$ cat src/rtl/bkm_steps_stim_if.sv
// Start/done handshake and operand bus between the bkm_steps stimulus sequencer and the DUT.
// The sequencer is the master: it issues operands and start, and the DUT answers with done.
interface bkm_steps_stim_if #(
  parameter int WD = 64
);
  logic          tb_start;
  logic          tb_mode;
  logic [1:0]    tb_format;
  logic [WD-1:0] tb_u_in;
  logic [WD-1:0] tb_v_in;
  logic          res_done;

  modport master (
    output tb_start, tb_mode, tb_format, tb_u_in, tb_v_in,
    input  res_done
  );

  modport slave (
    input  tb_start, tb_mode, tb_format, tb_u_in, tb_v_in,
    output res_done
  );
endinterface

$ cat src/rtl/bkm_steps_stim.sv
// Stimulus sequencer for bkm_steps: loads LFSR operands, pulses start, waits for done
// with a timeout, then idles for GAP cycles before the next vector until NVEC are issued.
module bkm_steps_stim #(
  parameter int          WD      = 64,
  parameter int          NVEC    = 256,
  parameter int          TIMEOUT = 128,
  parameter int          GAP     = 2,
  parameter logic [31:0] SEED    = 32'hACE10001
) (
  input  logic               clk,
  input  logic               arst,
  input  logic               srst,
  input  logic               enable,
  input  logic               run,
  input  logic               cfg_mode,
  input  logic [1:0]         cfg_format,
  input  logic               cfg_sweep,
  bkm_steps_stim_if.master   dut,
  output logic [15:0]        vec_cnt,
  output logic               busy,
  output logic               finished,
  output logic               timeout_err
);

  localparam int unsigned K      = WD / 32;
  localparam int unsigned NBEAT  = 2 * K;
  localparam int unsigned BW     = $clog2(NBEAT);
  localparam logic [31:0] TAPS   = 32'h80200003;
  localparam logic [15:0] NVEC16 = 16'(NVEC);

  typedef enum logic [2:0] {
    S_IDLE,
    S_LOAD,
    S_START,
    S_WAIT,
    S_GAP,
    S_FINISH
  } state_t;

  state_t        state, state_nx;
  logic [BW-1:0] beat;
  logic [15:0]   timer;
  logic [7:0]    gap_cnt;
  logic [31:0]   lfsr, lfsr_nx;
  logic [WD-1:0] u_q, v_q;
  logic          mode_q;
  logic [1:0]    fmt_q;
  logic [15:0]   vec_inc;
  logic          load_last, gap_last, wait_end;

  assign lfsr_nx   = {1'b0, lfsr[31:1]} ^ (lfsr[0] ? TAPS : '0);
  assign load_last = (beat == BW'(NBEAT - 1));
  assign gap_last  = (gap_cnt == 8'(GAP - 1));
  // A done in the final timer cycle still counts as a completion, not a timeout.
  assign wait_end  = dut.res_done || (timer == 16'(TIMEOUT - 1));
  assign vec_inc   = (vec_cnt == NVEC16) ? vec_cnt : vec_cnt + 16'd1;

  always_ff @(posedge clk or posedge arst) begin
    if (arst)
      state <= S_IDLE;
    else if (srst)
      state <= S_IDLE;
    else if (enable)
      state <= state_nx;
  end

  always_comb begin
    state_nx = state;
    case (state)
      S_IDLE:   if (run) state_nx = S_LOAD;
      S_LOAD:   if (load_last) state_nx = S_START;
      S_START:  state_nx = S_WAIT;
      S_WAIT: begin
        if (wait_end) begin
          if (GAP == 0)
            state_nx = (vec_inc < NVEC16) ? S_LOAD : S_FINISH;
          else
            state_nx = S_GAP;
        end
      end
      S_GAP:    if (gap_last) state_nx = (vec_cnt < NVEC16) ? S_LOAD : S_FINISH;
      S_FINISH: if (!run) state_nx = S_IDLE;
      default:  state_nx = S_IDLE;
    endcase
  end

  always_ff @(posedge clk or posedge arst) begin
    if (arst) begin
      beat        <= '0;
      timer       <= '0;
      gap_cnt     <= '0;
      lfsr        <= SEED;
      u_q         <= '0;
      v_q         <= '0;
      mode_q      <= 1'b0;
      fmt_q       <= '0;
      vec_cnt     <= '0;
      timeout_err <= 1'b0;
    end else if (srst) begin
      beat        <= '0;
      timer       <= '0;
      gap_cnt     <= '0;
      lfsr        <= SEED;
      u_q         <= '0;
      v_q         <= '0;
      mode_q      <= 1'b0;
      fmt_q       <= '0;
      vec_cnt     <= '0;
      timeout_err <= 1'b0;
    end else if (enable) begin
      case (state)
        S_IDLE: begin
          if (run) begin
            vec_cnt     <= '0;
            timeout_err <= 1'b0;
          end
        end
        S_LOAD: begin
          // Beats 0..K-1 fill u word by word, beats K..2K-1 fill v.
          for (int unsigned i = 0; i < K; i++) begin
            if (beat == BW'(i))     u_q[32*i +: 32] <= lfsr;
            if (beat == BW'(K + i)) v_q[32*i +: 32] <= lfsr;
          end
          lfsr <= lfsr_nx;
          beat <= load_last ? '0 : beat + 1'b1;
          if (load_last) begin
            mode_q <= cfg_sweep ? vec_cnt[0]   : cfg_mode;
            fmt_q  <= cfg_sweep ? vec_cnt[2:1] : cfg_format;
          end
        end
        S_START: timer <= '0;
        S_WAIT: begin
          timer   <= timer + 16'd1;
          gap_cnt <= '0;
          if (wait_end) begin
            vec_cnt <= vec_inc;
            if (!dut.res_done) timeout_err <= 1'b1;
          end
        end
        S_GAP:   gap_cnt <= gap_cnt + 8'd1;
        default: ;
      endcase
    end
  end

  assign dut.tb_start  = (state == S_START);
  assign dut.tb_mode   = mode_q;
  assign dut.tb_format = fmt_q;
  assign dut.tb_u_in   = u_q;
  assign dut.tb_v_in   = v_q;
  assign busy          = state inside {S_LOAD, S_START, S_WAIT, S_GAP};
  assign finished      = (state == S_FINISH);

endmodule
$ cat src/flat_wrapper.sv
// flat-port wrapper written by rule: the top's interface ports become plain ports
module bkm_steps_stim_flat 
#(
  parameter int          WD      = 64,
  parameter int          NVEC    = 256,
  parameter int          TIMEOUT = 128,
  parameter int          GAP     = 2,
  parameter logic [31:0] SEED    = 32'hACE10001
)
  (clk, arst, srst, enable, run, cfg_mode, cfg_format, cfg_sweep, vec_cnt, busy, finished, timeout_err, dut_tb_start, dut_tb_mode, dut_tb_format, dut_tb_u_in, dut_tb_v_in, dut_res_done);
  bkm_steps_stim_if #(.WD(WD)) dut_i ();
  input  logic clk;
  input  logic arst;
  input  logic srst;
  input  logic enable;
  input  logic run;
  input  logic cfg_mode;
  input  logic [1:0] cfg_format;
  input  logic cfg_sweep;
  output logic [15:0] vec_cnt;
  output logic busy;
  output logic finished;
  output logic timeout_err;
  output wire logic [$bits(dut_i.tb_start)-1:0] dut_tb_start;
  output wire logic [$bits(dut_i.tb_mode)-1:0] dut_tb_mode;
  output wire logic [$bits(dut_i.tb_format)-1:0] dut_tb_format;
  output wire logic [$bits(dut_i.tb_u_in)-1:0] dut_tb_u_in;
  output wire logic [$bits(dut_i.tb_v_in)-1:0] dut_tb_v_in;
  input wire logic [$bits(dut_i.res_done)-1:0] dut_res_done;
  assign dut_tb_start = dut_i.tb_start;
  assign dut_tb_mode = dut_i.tb_mode;
  assign dut_tb_format = dut_i.tb_format;
  assign dut_tb_u_in = dut_i.tb_u_in;
  assign dut_tb_v_in = dut_i.tb_v_in;
  assign dut_i.res_done = dut_res_done;
  bkm_steps_stim #(.WD(WD), .NVEC(NVEC), .TIMEOUT(TIMEOUT), .GAP(GAP), .SEED(SEED)) u_core (.clk(clk), .arst(arst), .srst(srst), .enable(enable), .run(run), .cfg_mode(cfg_mode), .cfg_format(cfg_format), .cfg_sweep(cfg_sweep), .dut(dut_i), .vec_cnt(vec_cnt), .busy(busy), .finished(finished), .timeout_err(timeout_err));
endmodule
$ cat config.mk
export PLATFORM = sky130hd
export DESIGN_NAME = bkm_steps_stim_flat
export DESIGN_NICKNAME = d
export VERILOG_FILES = /design/src/rtl/bkm_steps_stim_if.sv /design/src/rtl/bkm_steps_stim.sv /design/src/flat_wrapper.sv
export SDC_FILE = /design/constraint.sdc
export NUM_CORES = 1
export LEC_CHECK = 0
export CORE_ASPECT_RATIO = 0.7
export CORE_MARGIN = 2
export CORE_UTILIZATION = 40
export CTS_CLUSTER_SIZE = 8
export DETAILED_ROUTE_END_ITERATION = 6
export SLEW_MARGIN = 20
export SYNTH_ARGS = -nofsm -noshare
export SYNTH_HDL_FRONTEND = slang
export SYNTH_SLANG_ARGS = --single-unit
$ cat constraint.sdc
create_clock -name clk -period 7.63 [get_ports clk]
set_clock_uncertainty 0.15 [all_clocks]
set_input_delay 1.1445 -clock clk [delete_from_list [all_inputs] [get_ports clk]]
set_output_delay 1.1445 -clock clk [all_outputs]
set_load 0.05 [all_outputs]
# == Word level (Yosys, flattened, before mapping) ==
# Cells that the tools add are included.
# Widths: inputs -> output; s select.
# classes
n_lt_le_gt_ge,1
n_reduce_logical,23
n_eq_ne,18
n_mux,55
add_sub_neg,4
bitwise_logic,1
n_mul,0
div_mod_pow,0
shifts,0
# ops
cell,n
$mux 64,6
$mux 32,8
$mux 16,7
$pmux 16 s2,2
$add 16x1->16 const B,2
$xor 31x32->32,1
$mux 3,8
$mux 2,9
$pmux 3 s6,1
$eq 16x7->1 const B,1
$eq 16x9->1 const B,1
$lt 16x9->1 const B,1
$mux 8,2
$pmux 8 s2,1
$ne 3x3->1 const B,4
$reduce_and 3->1,4
$reduce_bool 2->1,6
$mux 1,10
$reduce_and 5->1,2
$ne 3x2->1 const B,3
$reduce_bool 3->1,3
$add 8x1->8 const B,1
$eq 8x1->1 const B,1
$eq 3x2->1 const B,2
12 further kinds,16
# totals
latchBits,0
input_bits,10
ff_bits,209
ram_bits,0
word_cells,115
romBits,0
memories,0

# == Logic depth before layout (Yosys ltp) ==
# Gate-level depths: netlist of the first run.
# depth
depth_word,6
mapped_depth,9
ltp_nobuf,6

# == Least setup slack after synthesis of the first run ==
# OpenSTA, ideal clock, no wires.
# synth_timing
path_kind,flip-flop to output port
from,reg u_core.state[2]
to,out dut_tb_start
stages_incl_launch_ff,3
t_required_ns,6.335
path_buffers,1
arrival_time_ns,1.739
slack_ns,4.597
cell_sequence,dfrtp_1 buf_2 nor3b_1
# synth_between
elab_chain_len,1
# synth_rtl
item,line_no,text
from (decl),bkm_steps_stim.sv:40,"state_t state, state_nx;"
from (signal assigned),bkm_steps_stim.sv:64,state <= state_nx;
$eq 3x2->1,bkm_steps_stim.sv:146,assign dut.tb_start = (state == S_START);
to (decl),flat_wrapper.sv:24,output wire logic [$bits(dut_i.tb_start)-1:0] dut_tb_start;
# Every way passes these cells.

# == Final worst setup path of the first run ==
# layout_timing
from,reg u_core.state[1]
to,out finished
# layout_between
elab_chain_len,1
# layout_rtl
item,line_no,text
$eq 3x3->1,bkm_steps_stim.sv:152,assign finished = (state == S_FINISH);
to (decl),flat_wrapper.sv:22,output logic finished;
# Every way passes these cells.

==> results.md, run 1 <==
- Status: complete, no violations
- Critical path class: reg -> out
- Post-Syn Nets: 1039
- Slew @ Worst Pin: 0.948 ns
- Flop pwr share: 0.431
- WL/cell: 17.6 um
- Floorplan row count: 46
- Post_cts resized: 0
- P_sw: 829 uW
- Worst hold start: u_core.dut.tb_v_in[62]
- Largest net degree at the start of global routing: 77
- Post-Syn Area: 9230 um2
- PD cells: 238 nW/um2
- Int Pwr: 2.01 mW
- CP required: 6.34 ns
- Number of H-tree levels: 1
- Top FF cell, synth: dfrtp_1
- Total Wirelength: 26200 um
- Largest cells by area after synthesis: dfrtp_1, nand2_1, a21oi_1, dfstp_2, nand4_1
- Synth cell types: 59
- Post-synth EDFFs: 0
- CP Max Fanout: 12
- Arrival time at the worst endpoint: 2.37 ns
- Worst R2R Setup Slack: 4.67 ns
- Yosys warns: 0
- Num Clock Sinks: 209
- Area Overhead vs Synth: 29.0%
- Max VDD drop: 0.190 mV
- Syn Area/Cell: 9.05 um2
- Core area: 22700 um2
- Final ANT Viol Nets: 0
- Synth async-reset ratio: 1.00
- CP Cell Sequence: nand2b_1, nor2_1, clkdlybuf4s50_1
- DP HPWL: 16300 um
- #FFs+latches synth: 209
- Post-Syn Instances: 1020
- Net Sw Frac: 0.292
- Hold slack: 0.324 ns
- DR pass1 iterations: 5
- Worst setup EP type: output pin
- Gr busiest metal: met1
- TritonCTS clock tree: done
- Synth top cells by count: nand2_1, dfrtp_1, a21oi_1
- Starting DRT DRC Count: 648
- Setup TNS: 0 ns
- Non-Filler Instances: 1484
- Post-CTS Hold Buffers: 0
- Ant diodes: 0
- Met1 Track Usage GR: 0.346
- Via density: 5.28
- Worst setup SP type: flop
- GRT Util Overall: 0.217
- Final Hold Vio Count: 0
- Slowest cell on crit path: clkdlybuf4s50_1
- DRC viols: 0
- DIE HEIGHT: 131 um
- Clock Path Buffers: 3
- Area fraction of the dominant cell type after synthesis: 0.542
- Register area share after synthesis: 0.568
- Fraction of layout cells with a size suffix above 1: 0.0631
- Hold Path Depth: 2
- Worst slew margin: 0.368
- RSZ-0062 raised after global routing: false
- CP peak stage delay: 0.82 ns
- Vias in the first global route: 7397
- Starting Density: 0.407
- Tcrit/Tclk final: 0.481
- First-pass GRT wire length: 41700 um
- CTS Buf Count: 30
- Period minus WS final: 3.67 ns
- Max frequency: 273 MHz
- Hold EP: u_core.dut.tb_v_in[62]
- Most frequent cell after synthesis: nand2_1
- Leak pwr: 4.97 nW
- Initial antenna violation count: 0
- DP Cell Count: 1429
- Placer congestion estimate: 0.825
- Total grt overflow: 0
- Die ar.: 24300 um2
- I/O Pins: 161
- Die X: 186 um
- Reg2reg start: u_core.state[2]
- CTS root buf: clkbuf_16
- Worst reg2reg endpoint: u_core.dut.tb_u_in[1]
- Slew Viols, Final: 0
- Hold Path Class: reg -> reg
- Met3 global-route usage: 0.0337
- MaxCap Viol Count: 0
- Nets: 1169
- Clock Power Share: 0.434
- Fillers: 2100
- Grt met2 use: 0.311
- Clock-pin slew on the worst setup and hold paths: 0.06 ns
- Input/output buffers: 160
- Clk Latency, worst-skew pair: 0.53 ns
- Via Count: 7832
- Post-synth top area cell: dfrtp_1
- Total power: 2.84 mW
- R2R cell count: 7
- Postcts setup bufs: 0
- Logic pwr share: 0.135
- Final setup fails: 0
==> flip-flops by register name (all words and copies together), names as in the netlist <==
signal                flops
u_core.timer             16
u_core.dut.tb_mode        1
u_core.dut.tb_v_in       64
u_core.lfsr              32
u_core.beat               2
u_core.state              3
u_core.vec_cnt           16
u_core.timeout_err        1
u_core.dut.tb_u_in       64
u_core.gap_cnt            8
u_core.dut.tb_format      2
==> cell families (layout without fill, tap and decap cells) <==
group / count (synthesis) / in the layout / synth area share
simple gates: 502 / 502 / 0.244
flops: 209 / 209 / 0.568
compound gates: 192 / 192 / 0.115
buf+inv: 85 / 237 / 0.0382
xor+xnor: 16 / 16 / 0.0152
fa+ha+maj: 9 / 9 / 0.0122
mux: 7 / 7 / 0.00773
==> placed cells by master, fill, tap and decap left out, drive strengths merged, types with 6 or more instances in the layout <==
cell	n
and3	11
a21oi	138
buf	10
nand3	26
dfstp	9
or3	7
xnor2	12
dfrtp	200
ha	9
mux2i	6
clkdlybuf4s50	159
nand2	346
inv	14
o31ai	7
o21ai	24
clkbuf	53
and2	6
or4	7
nand4	36
nor2	31
nor3	7
==> routing by layer <==
layer  wire (um)  vias up
met5           0        -
met4         415        0
met3        1600       33
met2       10800      243
met1       13300     3848
li1            -     3708
==> layout make-up <==
class	instances	area, um2	share of cell area
clock buffers	53	858	0.0721
clock inverters	1	8.76	0.000736
inverters	14	60.1	0.00504
multi-input cells	726	3660	0.307
flip-flops and latches	209	5240	0.440
well taps	312	390	0.0328
repair buffers	169	1690	0.142
==> worst max-delay path: cells and delay by family, from the launching register on <==
family,cells,cell delay [ns]
AND/OR/NAND/NOR,2,0.48
buffers and inverters,1,0.82
flip-flops,1,0.53
==> metrics by stage <==
| stage | area (um2) | setup WS (ns) | util |
|---|---|---|---|
| floorplan | 9230 | 0.641 | - |
| global placement | 11000 | 3.33 | 0.485 |
| detailed placement | 11000 | 3.35 | 0.485 |
| CTS | 11900 | 3.90 | 0.524 |
| global route | 11900 | 3.80 | 0.525 |
| finish | 11900 | 3.96 | 0.525 |
==> power groups by stage <==
stage / sequential (mW) / combinational (mW) / clock [mW]
final: 1.22 / 0.383 / 1.23
after global routing: 1.23 / 0.421 / 1.30
after CTS: 1.22 / 0.386 / 1.25
after detailed placement: 1.24 / 0.385 / 0
after global placement: 1.24 / 0.382 / 0
after floorplan: 1.28 / 0.212 / 0
==> worst max path at each step <==
stage | end | slack (ns) | cells after the start | startpoint
floorplan | u_core.beat[0] | 0.64 | 1 | arst
global placement | u_core.dut.tb_v_in[3] | 3.33 | 7 | enable
detailed placement | u_core.dut.tb_v_in[23] | 3.35 | 7 | enable
CTS | u_core.dut.tb_v_in[23] | 3.90 | 7 | enable
global route | u_core.timer[15] | 3.80 | 5 | srst
finish | finished | 3.96 | 3 | u_core.state[1]
Power figures use the tool's default switching activity.
==> inputs of run 2 (changes only) <==
==> constraint.sdc (replaced) <==
create_clock -name clk -period 3.7 [get_ports clk]
set_clock_uncertainty 0.15 [all_clocks]
set_input_delay 0.555 -clock clk [delete_from_list [all_inputs] [get_ports clk]]
set_output_delay 0.555 -clock clk [all_outputs]
set_load 0.05 [all_outputs]
==> run 2 against run 1 <==
First-iteration DRC count is 15% lower. Global-route usage is 0.19 points higher. Register-to-register slack worse by 3.6 ns. Core utilization is 0.61 points higher. Clock power is 100% higher. Setup slack worse by 3.3 ns.
==> results.md, run 2 (same netlist as run 1, synthesis figures left out) <==
- WL/cell: 17.5 um (was 17.6 um)
- Setup ws final: 0.671 ns (was 3.96 ns)
- Starting DRT DRC Count: 548 (was 648)
- Critical path class: reg -> out (unchanged)
- Vias in the first global route: 7531 (was 7397)
- Worst setup SP type: flop (unchanged)
- Period minus WS final: 3.03 ns
- Via density: 5.23 (was 5.28)
- Area Overhead vs Synth: 30.5% (was 29.0%)
- Slew @ Worst Pin: 1.06 ns (was 0.948 ns)
- R2R cell count: 5 (was 7)
- DP Cell Count: 1445 (was 1429)
- Tcrit/Tclk final: 0.819
- MaxCap Viol Count: 0 (unchanged)
- Clock Path Buffers: 3 (unchanged)
- DRC viols: 0 (unchanged)
- Number of H-tree levels: 1 (unchanged)
- Worst slew margin: 0.294 (was 0.368)
- Input/output buffers: 160 (unchanged)
- Worst reg2reg endpoint: u_core.vec_cnt[2] (was u_core.dut.tb_u_in[1])
- Worst R2R Setup Slack: 1.06 ns (was 4.67 ns)
- Core area: 22700 um2 (unchanged)
- Arrival time at the worst endpoint: 2.32 ns (was 2.37 ns)
- Most frequent cells in the layout: nand2_1, dfrtp_1, clkdlybuf4s50_1, a21oi_1, nand4_1 (unchanged)
- DR pass1 iterations: 5 (unchanged)
- Initial antenna violation count: 0 (unchanged)
- Post-CTS Hold Buffers: 0 (unchanged)
- I/O Pins: 161 (unchanged)
- Starting Density: 0.407 (unchanged)
- Clk Latency, worst-skew pair: 0.54 ns (was 0.53 ns)
- Max frequency: 330 MHz
- Num Clock Sinks: 209 (unchanged)
- Fraction of layout cells with a size suffix above 1: 0.0732 (was 0.0631)
- Final setup fails: 0 (unchanged)
- First-pass GRT wire length: 42300 um (was 41700 um)
- Ant diodes: 0 (unchanged)
- Floorplan row count: 46 (unchanged)
- Status: complete, no violations (unchanged)
- GRT Util Overall: 0.219 (was 0.217)
- Max VDD drop: 0.378 mV (was 0.190 mV)
- DIE HEIGHT: 131 um (unchanged)
- Total Wirelength: 26300 um (was 26200 um)
- Via Count: 7839 (was 7832)
- Non-Filler Instances: 1500 (was 1484)
- Final ANT Viol Nets: 0 (unchanged)
- Clock-pin slew on the worst setup and hold paths: 0.05 ns (was 0.06 ns)
- Setup TNS: 0 ns (unchanged)
- Most common cell after layout, fill and taps aside: nand2_1 (unchanged)
- Worst setup path startpoint: u_core.state[0] (was u_core.state[1])
- Hold Path Class: in -> async (was reg -> reg)
- TritonCTS clock tree: done (unchanged)
- RSZ-0062 raised after global routing: false (unchanged)
- Fillers: 2103 (was 2100)
- Total grt overflow: 0 (unchanged)
- Leak pwr: 5.05 nW (was 4.97 nW)
- Crit path to: finished (unchanged)
- CP required: 2.99 ns (was 6.34 ns)
- Pre-CTS setup slack: 0.787 ns (was 3.35 ns)
- DP HPWL: 17000 um (was 16300 um)
- Hold slack: 0.295 ns (was 0.324 ns)
- Die X: 186 um (unchanged)
- CP Max Fanout: 12 (unchanged)
- PD cells: 486 nW/um2 (was 238 nW/um2)
- Placer congestion estimate: 0.830 (was 0.825)
- Largest net degree at the start of global routing: 89 (was 77)
- Reg2reg start: u_core.state[2] (unchanged)
- Post_cts resized: 0 (unchanged)
- Final Hold Vio Count: 0 (unchanged)
- CTS root buf: clkbuf_16 (unchanged)
- Nets: 1184 (was 1169)
- CTS Buf Count: 30 (unchanged)
- Worst setup EP type: output pin (unchanged)
- Postcts setup bufs: 0 (unchanged)
- Die ar.: 24300 um2 (unchanged)
- Slew Viols, Final: 0 (unchanged)
==> run 2: cell count changes in the layout (fill, tap and decap cells not counted), sizes merged <==
cell and delta:
buf +15, clkinvlp +1, clkbuf +1, inv -1
==> run 2: area by class of cell <==
class	count	area, um2	share of cell area
Timing Repair Buffer	184	1830	0.152
Inverter	14	56.3	0.00467
Clock inverter	1	8.76	0.000727
Tap cell	312	390	0.0324
Sequential cell	209	5240	0.435
Multi-Input combinational cell	726	3660	0.304
Clock buffer	54	862	0.0716
==> run 2: critical path: stages (launching register included) <==
cell             delay [ns]
dfrtp_1                0.58
nand2b_1               0.23
nor2_1                 0.15
clkdlybuf4s50_1        0.82
==> run 2: power by group <==
| group | internal, mW | switching (mW) |
|---|---|---|
| combinational | 0.230 | 0.591 |
| sequential | 2.39 | 0.124 |
| clock | 1.55 | 0.977 |
==> run 2: through the flow <==
stage               instance area (um2)  total power [mW]  utilization
floorplan                          9230              3.07            -
global placement                  11200              3.37        0.493
detailed placement                11200              3.38        0.493
CTS                               12000              5.92        0.531
global route                      12000              6.10        0.531
finish                            12000              5.86        0.531
==> run 2: worst min path at each step <==
stage | slack, ns | end | cells past startpoint | startpoint
after floorplan | 0.31 | u_core.gap_cnt[6] | 1 | u_core.gap_cnt[6]
after global placement | 0.30 | u_core.dut.tb_v_in[38] | 2 | u_core.dut.tb_v_in[38]
after detailed placement | 0.31 | u_core.dut.tb_v_in[35] | 2 | u_core.dut.tb_v_in[35]
after CTS | 0.30 | u_core.dut.tb_v_in[54] | 2 | arst
after global routing | 0.32 | u_core.dut.tb_u_in[55] | 2 | arst
final | 0.29 | u_core.lfsr[25] | 2 | arst
==> run 2: per-layer routing <==
layer | vias to the layer above | GRT usage | routed length (um)
li1 | 3739 | - | -
met1 | 3819 | 0.341 | 13000
met2 | 243 | 0.310 | 10900
met3 | 38 | 0.0470 | 1820
met4 | 0 | 0.0500 | 516
met5 | - | 0 | 0
